`config.mk`:
```
export PLATFORM = sky130hd
export DESIGN_NAME = mc_controller
export DESIGN_NICKNAME = d
export VERILOG_FILES = /design/src/rtl/mc_controller.sv
export SDC_FILE = /design/constraint.sdc
export NUM_CORES = 1
export LEC_CHECK = 0
export ABC_AREA = 1
export CAP_MARGIN = 20
export CORE_UTILIZATION = 39
export DETAILED_ROUTE_END_ITERATION = 16
export PLACE_DENSITY = 0.84
export SKIP_CTS_REPAIR_TIMING = 1
export SLEW_MARGIN = 10
export SYNTH_ARGS = -nofsm -noshare
export SYNTH_HDL_FRONTEND = slang
export SYNTH_SLANG_ARGS = --single-unit
```
`constraint.sdc`:
```
create_clock -name clk -period 3.3 [get_ports clk]
set_input_delay 0.66 -clock clk [delete_from_list [all_inputs] [get_ports clk]]
set_output_delay 0.66 -clock clk [all_outputs]
set_load 0.01 [all_outputs]
```
`src/rtl/mc_controller.sv`:
```
// Control FSM for the multicycle MIPS datapath with a mem_req/mem_ready memory handshake.
// Define IMMLOGIC_EN to add andi/ori support through the LOGEX state.
module mc_controller #(
  parameter int WAIT_LIMIT = 0
) (
  input  logic       clk,
  input  logic       reset,
  input  logic [5:0] op,
  input  logic [5:0] funct,
  input  logic       zero,
  input  logic       mem_ready,
  output logic       mem_req,
  output logic       memwrite,
  output logic       iord,
  output logic       irwrite,
  output logic       pcen,
  output logic [1:0] pcsrc,
  output logic       alusrca,
  output logic [1:0] alusrcb,
  output logic [2:0] alucontrol,
  output logic       regwrite,
  output logic       regdst,
  output logic       memtoreg,
  output logic       immzext,
  output logic       err,
  output logic [3:0] state
);

  localparam int CW = (WAIT_LIMIT > 1) ? $clog2(WAIT_LIMIT + 1) : 1;

  localparam logic [5:0] OP_RTYPE = 6'b000000;
  localparam logic [5:0] OP_LW    = 6'b100011;
  localparam logic [5:0] OP_SW    = 6'b101011;
  localparam logic [5:0] OP_BEQ   = 6'b000100;
  localparam logic [5:0] OP_ADDI  = 6'b001000;
  localparam logic [5:0] OP_J     = 6'b000010;
  localparam logic [5:0] OP_ANDI  = 6'b001100;
  localparam logic [5:0] OP_ORI   = 6'b001101;

  localparam logic [2:0] ALU_ADD = 3'b010;
  localparam logic [2:0] ALU_SUB = 3'b110;
  localparam logic [2:0] ALU_AND = 3'b000;
  localparam logic [2:0] ALU_OR  = 3'b001;
  localparam logic [2:0] ALU_SLT = 3'b111;

  typedef enum logic [3:0] {
    S_FETCH  = 4'd0,
    S_DECODE = 4'd1,
    S_MEMADR = 4'd2,
    S_MEMRD  = 4'd3,
    S_MEMWB  = 4'd4,
    S_MEMWR  = 4'd5,
    S_RTEX   = 4'd6,
    S_RTWB   = 4'd7,
    S_BEQEX  = 4'd8,
    S_ADDIEX = 4'd9,
    S_IWB    = 4'd10,
    S_JEX    = 4'd11,
    S_LOGEX  = 4'd12
  } state_t;

  state_t        state_q;
  logic          err_q;
  logic [CW-1:0] wait_cnt;
  logic          mem_state;
  logic          timeout;
  logic          mem_done;
  logic          pcwrite;
  logic          branch;

  function automatic logic [2:0] rtype_alu(input logic [5:0] f);
    case (f)
      6'b100000: return ALU_ADD;
      6'b100010: return ALU_SUB;
      6'b100100: return ALU_AND;
      6'b100101: return ALU_OR;
      6'b101010: return ALU_SLT;
      default:   return ALU_ADD;
    endcase
  endfunction

  // A timed-out access is abandoned: the request drops and nothing completes.
  always_comb begin
    mem_state = (state_q == S_FETCH) || (state_q == S_MEMRD) || (state_q == S_MEMWR);
    timeout   = (WAIT_LIMIT != 0) && mem_state && (wait_cnt == CW'(WAIT_LIMIT));
    mem_done  = mem_state && !timeout && mem_ready;
  end

  always_ff @(posedge clk) begin
    if (reset) begin
      state_q  <= S_FETCH;
      err_q    <= 1'b0;
      wait_cnt <= '0;
    end else if (timeout) begin
      state_q  <= S_FETCH;
      err_q    <= 1'b1;
      wait_cnt <= '0;
    end else begin
      if (mem_state && !mem_ready)
        wait_cnt <= wait_cnt + CW'(1);
      else
        wait_cnt <= '0;

      case (state_q)
        S_FETCH:  if (mem_ready) state_q <= S_DECODE;
        S_DECODE: begin
          case (op)
            OP_LW, OP_SW: state_q <= S_MEMADR;
            OP_RTYPE:     state_q <= S_RTEX;
            OP_BEQ:       state_q <= S_BEQEX;
            OP_ADDI:      state_q <= S_ADDIEX;
            OP_J:         state_q <= S_JEX;
`ifdef IMMLOGIC_EN
            OP_ANDI, OP_ORI: state_q <= S_LOGEX;
`endif
            default:      state_q <= S_FETCH;
          endcase
        end
        S_MEMADR: state_q <= (op == OP_SW) ? S_MEMWR : S_MEMRD;
        S_MEMRD:  if (mem_ready) state_q <= S_MEMWB;
        S_MEMWB:  state_q <= S_FETCH;
        S_MEMWR:  if (mem_ready) state_q <= S_FETCH;
        S_RTEX:   state_q <= S_RTWB;
        S_RTWB:   state_q <= S_FETCH;
        S_BEQEX:  state_q <= S_FETCH;
        S_ADDIEX: state_q <= S_IWB;
        S_IWB:    state_q <= S_FETCH;
        S_JEX:    state_q <= S_FETCH;
        S_LOGEX:  state_q <= S_IWB;
        default:  state_q <= S_FETCH;
      endcase
    end
  end

  // Moore decode of the datapath controls; enables are then qualified by mem_ready and reset.
  always_comb begin
    mem_req    = 1'b0;
    memwrite   = 1'b0;
    iord       = 1'b0;
    irwrite    = 1'b0;
    pcsrc      = 2'b00;
    alusrca    = 1'b0;
    alusrcb    = 2'b00;
    alucontrol = 3'b000;
    regwrite   = 1'b0;
    regdst     = 1'b0;
    memtoreg   = 1'b0;
    immzext    = 1'b0;
    pcwrite    = 1'b0;
    branch     = 1'b0;

    case (state_q)
      S_FETCH: begin
        mem_req    = 1'b1;
        alusrcb    = 2'b01;
        alucontrol = ALU_ADD;
        irwrite    = mem_done;
        pcwrite    = mem_done;
      end
      S_DECODE: begin
        alusrcb    = 2'b11;
        alucontrol = ALU_ADD;
      end
      S_MEMADR: begin
        alusrca    = 1'b1;
        alusrcb    = 2'b10;
        alucontrol = ALU_ADD;
      end
      S_MEMRD: begin
        mem_req = 1'b1;
        iord    = 1'b1;
      end
      S_MEMWB: begin
        regwrite = 1'b1;
        memtoreg = 1'b1;
      end
      S_MEMWR: begin
        mem_req  = 1'b1;
        memwrite = 1'b1;
        iord     = 1'b1;
      end
      S_RTEX: begin
        alusrca    = 1'b1;
        alucontrol = rtype_alu(funct);
      end
      S_RTWB: begin
        regwrite = 1'b1;
        regdst   = 1'b1;
      end
      S_BEQEX: begin
        alusrca    = 1'b1;
        alucontrol = ALU_SUB;
        pcsrc      = 2'b01;
        branch     = 1'b1;
      end
      S_ADDIEX: begin
        alusrca    = 1'b1;
        alusrcb    = 2'b10;
        alucontrol = ALU_ADD;
      end
      S_IWB: begin
        regwrite = 1'b1;
      end
      S_JEX: begin
        pcsrc   = 2'b10;
        pcwrite = 1'b1;
      end
      S_LOGEX: begin
`ifdef IMMLOGIC_EN
        alusrca    = 1'b1;
        alusrcb    = 2'b10;
        immzext    = 1'b1;
        alucontrol = (op == OP_ANDI) ? ALU_AND : ALU_OR;
`endif
      end
      default: begin
      end
    endcase

    if (timeout || reset) begin
      mem_req  = 1'b0;
      memwrite = 1'b0;
    end
    if (reset) begin
      irwrite  = 1'b0;
      regwrite = 1'b0;
    end
    pcen = (pcwrite || (branch && zero)) && !reset;
  end

  assign err   = err_q;
  assign state = state_q;

endmodule

```
# Yosys cells after proc, flatten, opt, wreduce, memory -nomap -nowiden
# Index checks and enable logic that the tools add are counted.
[word_totals]
out_inout_bits = 22
inputBits = 16
register_bits = 4
word_cells = 67
[classes]
reduce_logical = 18
n_eq_ne = 24
muxes = 24
[op_table]
columns = ["operator", "n"]
rows = [
  ["$eq A6 B6 Y1 const B", 6],
  ["$pmux W4 S7", 1],
  ["$eq A4 B4 Y1 const B", 5],
  ["$pmux W4 S5", 1],
  ["$eq A4 B3 Y1 const B", 4],
  ["$mux W1", 13],
  ["$mux W4", 3],
  ["$pmux W3 S4", 1],
  ["$pmux W3 S3", 1],
  ["$eq A4 B2 Y1 const B", 2],
  ["$reduce_or A2 Y1", 4],
  ["$reduce_or A4 Y1", 2],
  ["$eq A6 B2 Y1 const B", 1],
  ["$eq A6 B3 Y1 const B", 1],
  ["$eq A6 B4 Y1 const B", 1],
  ["$logic_not A6 Y1", 1],
  ["$ne A2 B2 Y1 const B", 3],
  ["$pmux W2 S3", 1],
  ["$reduce_or A3 Y1", 2],
  ["$eq A4 B1 Y1 const B", 1],
  ["$logic_not A4 Y1", 1],
  ["$pmux W2 S2", 1],
  ["$logic_and A1 B1 Y1", 3],
  ["$logic_or A1 B1 Y1", 3],
  ["4 further kinds", 4],
]

# Depth between registers and ports, before layout
# Gate-level depths: netlist of run 1.
[depth]
depth_word = 7
mapped_depth = 9
depth_no_buf = 9

# Worst setup path after synthesis of run 1
# No wires, ideal clock.
[synth_path]
path_kind = "input to output"
from = "input funct[5]"
to = "output alucontrol[0]"
arrival_ns = 1.263
cell_stages = 5
path_buffers = 0
path_slack_ns = 1.377
cell_sequence = "inv_1 > nor2_1 > nand2_1 > or2_1 > o22ai_1"
[synth_between]
elab_chain_cells = 3
elab_cells_between_ends = 6
classes_between = "eq/ne: 4; mux: 2"
[synth_rtl]
columns = ["item", "line", "rtl"]
rows = [
  ["start, declared", "9", "input logic [5:0] funct,"],
  ["$eq A6 B6 Y1", "72", "case (f)"],
  ["$pmux W3 S4 (*)", "72", ""],
  ["$pmux W3 S3 (*)", "152", "case (state_q)"],
  ["end, declared", "20", "output logic [2:0] alucontrol,"],
]
# Every way passes the cells marked *; elsewhere a longest branch is shown, timed or not.

# Final worst setup path of run 1
# Ends and elaborated chain as after synthesis.

==> summary.md, run 1 <==
| Metric | Value |
|---|---|
| Final clock skew | `0.004279 ns` |
| GPL Wtd Cong | `0.9017` |
| Gr usage total | `22.73%` |
| Share of layout cells above drive strength 1 | `6.173%` |
| Port-buffer cells | `35` |
| DR vias | `855` |
| Largest register FFs | `4` |
| Final Cycle Share | `87.19%` |
| Number of synthesized register bits | `4` |
| Synth top area cells | `nand2_1, nor2_1, inv_1` |
| Max-Cap Viols | `0` |
| Failing checks | `DRC` |
| CP Data Arrival Time | `2.22 ns` |
| Total gr overflow | `0` |
| Clock-pin transition on the worst setup and hold timing paths | `0.04 ns` |
| Chip height | `41.97 um` |
| M3 GR Usage | `4.310%` |
| Pin count of the biggest net entering global routing | `10` |
| Synthesis-to-layout area growth | `58.84%` |
| RSZ-0062 raised after global routing | `no` |
| Total I/O pin count | `38` |
| Initial Util | `41.36%` |
| Crit Path Category | `in -> out` |
| Avg Synthesized Cell Area | `4.906 um^2` |
| F_max | `347.6 MHz` |
| Top cell type's share of synthesized area | `19.28%` |
| GR Layer Usage met1 | `28.99%` |
| Via density | `4.803` |
| Min-Delay Path Class | `reg -> reg` |
| Finished Layout Cells | `178` |
| Setup TNS | `0 ns` |
| Antenna Diode Count | `0` |
| Most Crowded Layer GR | `met2` |
| Crit path capture type | `primary output` |
| Mapped Cells | `127` |
| Post-route ant nets | `0` |
| Placed Instances | `175` |
| Netlist cell types | `21` |
| CTS sink count | `4` |
| Initial antenna violation count | `0` |
| Wirelength per Cell | `10.47 um` |
| Run status | `complete, but fails checks` |
| Setup crit start kind | `primary input` |
| Core area | `1506 um^2` |
| Cell taking the most area after synthesis | `nand2_1` |
| H-tree levels | `1` |
| Final hold slack | `0.7244 ns` |
| Site row count | `14` |
| First-pass GRT wire length | `3187 um` |
| Final Hold Fails | `0` |
| Die area | `1761 um^2` |
| Final Slew Violations | `0` |
| Worst Path Max Fanout | `2` |
| DRT iter0 DRCs | `20` |
| Final setup vio count | `0` |
| Static leakage | `0.4646 nW` |
| Vias in the first global route | `786` |
| Nets | `180` |
| Post-layout util | `65.70%` |
| DR DRC count | `1` |
| Cell Pwr Density | `189.1 nW/um^2` |
| Most frequent cells in the layout | `clkdlybuf4s50_1, nand2_1, nor2_1` |
| Die width | `41.97 um` |
| HPWL after detailed placement | `1570 um` |
| Clk Tree Root Cell | `clkbuf_4` |
| Clk_lat worst skew | `0.23 ns` |
| CTS tree | `done` |
| Maximum VDD drop | `0.0002299 V` |
| Seq/Total Area, Yosys | `12.85%` |
| Post-Syn Area | `623.1 um^2` |
| Ys Warns | `0` |
| Crit path required time | `2.64 ns` |
| Met2 Usage GRT | `39.38%` |
| Clock buffer depth | `2` |
| Most common cell after layout, fill and taps aside | `clkdlybuf4s50_1` |
| Min cycle time layout | `2.877 ns` |
| Clock buffer count from CTS | `3` |
| Initial DRT Pass Iterations | `10` |
| WL final | `1864 um` |
[cells by family (layout without fill, tap and decap cells)]
group / count (synthesis) / in the layout / synth area share (%)
AOI/OAI and AO/OA: 16 / 16 / 14.46
buffers and inverters: 27 / 61 / 18.67
DFF: 4 / 4 / 12.85
other: 1 / 2 / 0.6018
and+or+nand+nor: 79 / 79 / 53.42
[report_power, final]
group / total [mW] / switching [mW] / internal (mW)
Clock: 0.0588 / 0.0183 / 0.0405
Combinational: 0.0741 / 0.0352 / 0.0389
Sequential: 0.0543 / 0.00392 / 0.0504
Total: 0.187 / 0.0574 / 0.130
[synthesized netlist by cell type (all sizes together)]
| master | n |
|---|---|
| and2 | 1 |
| conb | 1 |
| nor2 | 30 |
| nand3 | 11 |
| nand3b | 1 |
| nand2 | 34 |
| or2 | 1 |
| a31oi | 3 |
| nor3 | 1 |
| a21oi | 4 |
| o21ai | 7 |
| dfxtp | 4 |
| inv | 23 |
| buf | 4 |
| o22ai | 2 |
[per-stage QoR]
step	area, um^2	worst slack, ns	power (mW)
2_1_floorplan	626.9	1.377	0.09131
3_3_place_gp	967.2	0.4418	0.1278
3_5_place_dp	967.2	0.4309	0.1287
4_1_cts	989.7	0.4156	0.1894
5_1_grt	989.7	0.3358	0.2045
6_report	989.7	0.4229	0.1872
[layer usage]
metal / routed length [um] / vias to the layer above
met2: 903 / 29
met4: 0 / 0
met1: 863 / 369
met5: 0 / -
li1: - / 457
met3: 97 / 0
[path summary, 6_finish.rpt]
kind              endpoint      from  depth (start not counted)  slack, ns
max          alucontrol[0]  funct[5]                          7       0.42
min               state[3]  state[3]                          3       0.72
max reg2reg       state[2]  state[1]                          6       2.00
min reg2reg       state[3]  state[3]                          3       0.72
[critical path, cell delays in order]
cell and delay (ns):
clkdlybuf4s50_1 0.45, inv_1 0.03, nor2_1 0.11, nand2_1 0.08
or2_1 0.22, o22ai_1 0.12, clkdlybuf4s50_1 0.55
[final cells by class]
class	instances	area (um^2)
clock buffer	3	22.52
inverter	23	86.33
sequential	4	80.08
tap	16	20.02
timing repair buffer	35	350.3
multi-input combinational	97	430.4
fill	157	516.7
Note: power is estimated with default switching activity, not from simulation.
==> run 2: changes to the inputs <==
CORE_AREA = 2 2 39 41   (was not set)
CORE_UTILIZATION = not set   (was 39)
DIE_AREA = 0 0 41 43   (was not set)
DONT_BUFFER_PORTS = 1   (was not set)
PLACE_DENSITY = not set   (was 0.84)
==> run 2 against run 1 <==
  * The run now ends clean
  * Sequential share of layout area rose by 4.4 points
  * Clock skew fell by 0.00095 ns
  * Clock power fell by 3%
  * Utilization fell by 19 points
  * Register-to-register slack got worse by 0.07 ns
  * Design area fell by 35%
  * Cell count fell by 20%
  * Fmax rose by 25%
  * Non-clock buffer count fell by 35
  * Largest cell class unchanged
  * Largest power group is now clock
==> summary.md, run 2 (same netlist as run 1, synthesis figures left out) <==
| Metric | Value |
|---|---|
| Pwr Total | `0.1521 mW` |
| Crit-path max cell delay | `0.47 ns` |
| Setup crit start kind | `register` |
| CTS tree | `done` |
| GPL Wtd Cong | `0.9250` |
| Initial Util | `45.03%` |
| Final hold slack | `0.4994 ns` |
| Critical path's slowest cell | `dfxtp_1` |
| Placed Area | `616.8 um^2` |
| Post-route ant nets | `0` |
| Maximum VDD drop | `0.0002265 V` |
| Post-layout util | `46.20%` |
| Clk_lat worst skew | `0.23 ns` |
| Cell Pwr Density | `237.9 nW/um^2` |
| CP Data Arrival Time | `1.65 ns` |
| Placed Instances | `140` |
| CP delay by family, top | `flip-flops` |
| Site row count | `14` |
| Setup TNS | `0 ns` |
| HPWL after detailed placement | `1367 um` |
| Die area | `1763 um^2` |
| Vias in the first global route | `619` |
| DRT iter0 DRCs | `26` |
| Total gr overflow | `0` |
| Static leakage | `0.3347 nW` |
| R2R Path End | `state[2]` |
| Worst Path Max Fanout | `6` |
| Worst r2r path cells | `7` |
| Final setup vio count | `0` |
| H-tree levels | `1` |
| Bufs and invs on worst path | `3` |
| Total I/O pin count | `38` |
| Via density | `5.266` |
| Min-Delay Path Class | `in -> reg` |
| Wirelength per Cell | `10.99 um` |
| Min-Delay Startpoint | `reset` |
| Final Slew Violations | `0` |
| Gr usage total | `17.77%` |
| Synthesis-to-layout area growth | `2.610%` |
| Pin count of the biggest net entering global routing | `10` |
| RSZ-0062 raised after global routing | `no` |
| Crit path capture type | `primary output` |
| Clock buffer count from CTS | `3` |
| Largest register FFs | `4` |
| Clock buffer depth | `2` |
| WL final | `1572 um` |
| Min cycle time layout | `2.310 ns` |
| Clock-pin transition on the worst setup and hold timing paths | `0.04 ns` |
| Crit Path Category | `reg -> out` |
| Most common cell after layout, fill and taps aside | `nand2_1` |
| Worst hold path depth | `1` |
| F_max | `432.9 MHz` |
| Crit path required time | `2.64 ns` |
| Dpl ws | `1.216 ns` |
| CP cell instances | `inv_1, nor2_1, inv_1, nor2_1, inv_1, a31oi_1` |
| Most frequent cells in the layout | `nand2_1, nor2_1, inv_1` |
| Share of layout cells above drive strength 1 | `7.874%` |
| Finished Layout Cells | `143` |
| Worst R2R Setup Slack | `1.93 ns` |
| Core area | `1384 um^2` |
| Clk Tree Root Cell | `clkbuf_4` |
| Antenna Diode Count | `0` |
| DR vias | `753` |
| Die width | `41 um` |
| Chip height | `43 um` |
| Run status | `finished, final reports clean` |
| CP dominant cell by count | `inv_1` |
| Final Hold Fails | `0` |
| Setup ws final | `0.9897 ns` |
| Port-buffer cells | `0` |
| Initial antenna violation count | `0` |
| Final clock skew | `0.003324 ns` |
| CTS sink count | `4` |
| First-pass GRT wire length | `2228 um` |
| Final instance area | `639.4 um^2` |
| Nets | `145` |
| Initial DRT Pass Iterations | `4` |
| Final Cycle Share | `70.01%` |
| Hold Crit Endpoint | `state[3]` |
| DR DRC count | `0` |
| Max-Cap Viols | `0` |
| R2r startpoint | `state[2]` |
[run 2: per-layer routing]
layer	up-vias	track usage (%)	routed length (um)
li1	389	-	-
met1	331	20.26	671
met2	31	29.69	749
met3	2	5.759	130
met4	0	5.333	21
met5	-	0	0
[run 2: cell type report]
type,count,area [um^2]
clock buffer,3,22.52
fill,167,744.5
inverter,23,86.33
multi-input combinational,97,430.4
sequential,4,80.08
tap,16,20.02
[run 2: worst max path at each step]
stage / start / to / cells after the start
finish: state[3] / pcen / 6
global route: state[3] / pcen / 6
CTS: state[3] / pcen / 6
detailed placement: state[3] / pcen / 6
global placement: state[3] / pcen / 6
floorplan: funct[5] / alucontrol[0] / 5
[run 2: power by group]
group	switching, mW	internal [mW]	leakage, nW
logic	0.0277	0.0119	0.288
registers	0.00478	0.0504	0.0325
clock network	0.0168	0.0405	0.0138
total	0.0493	0.103	0.335
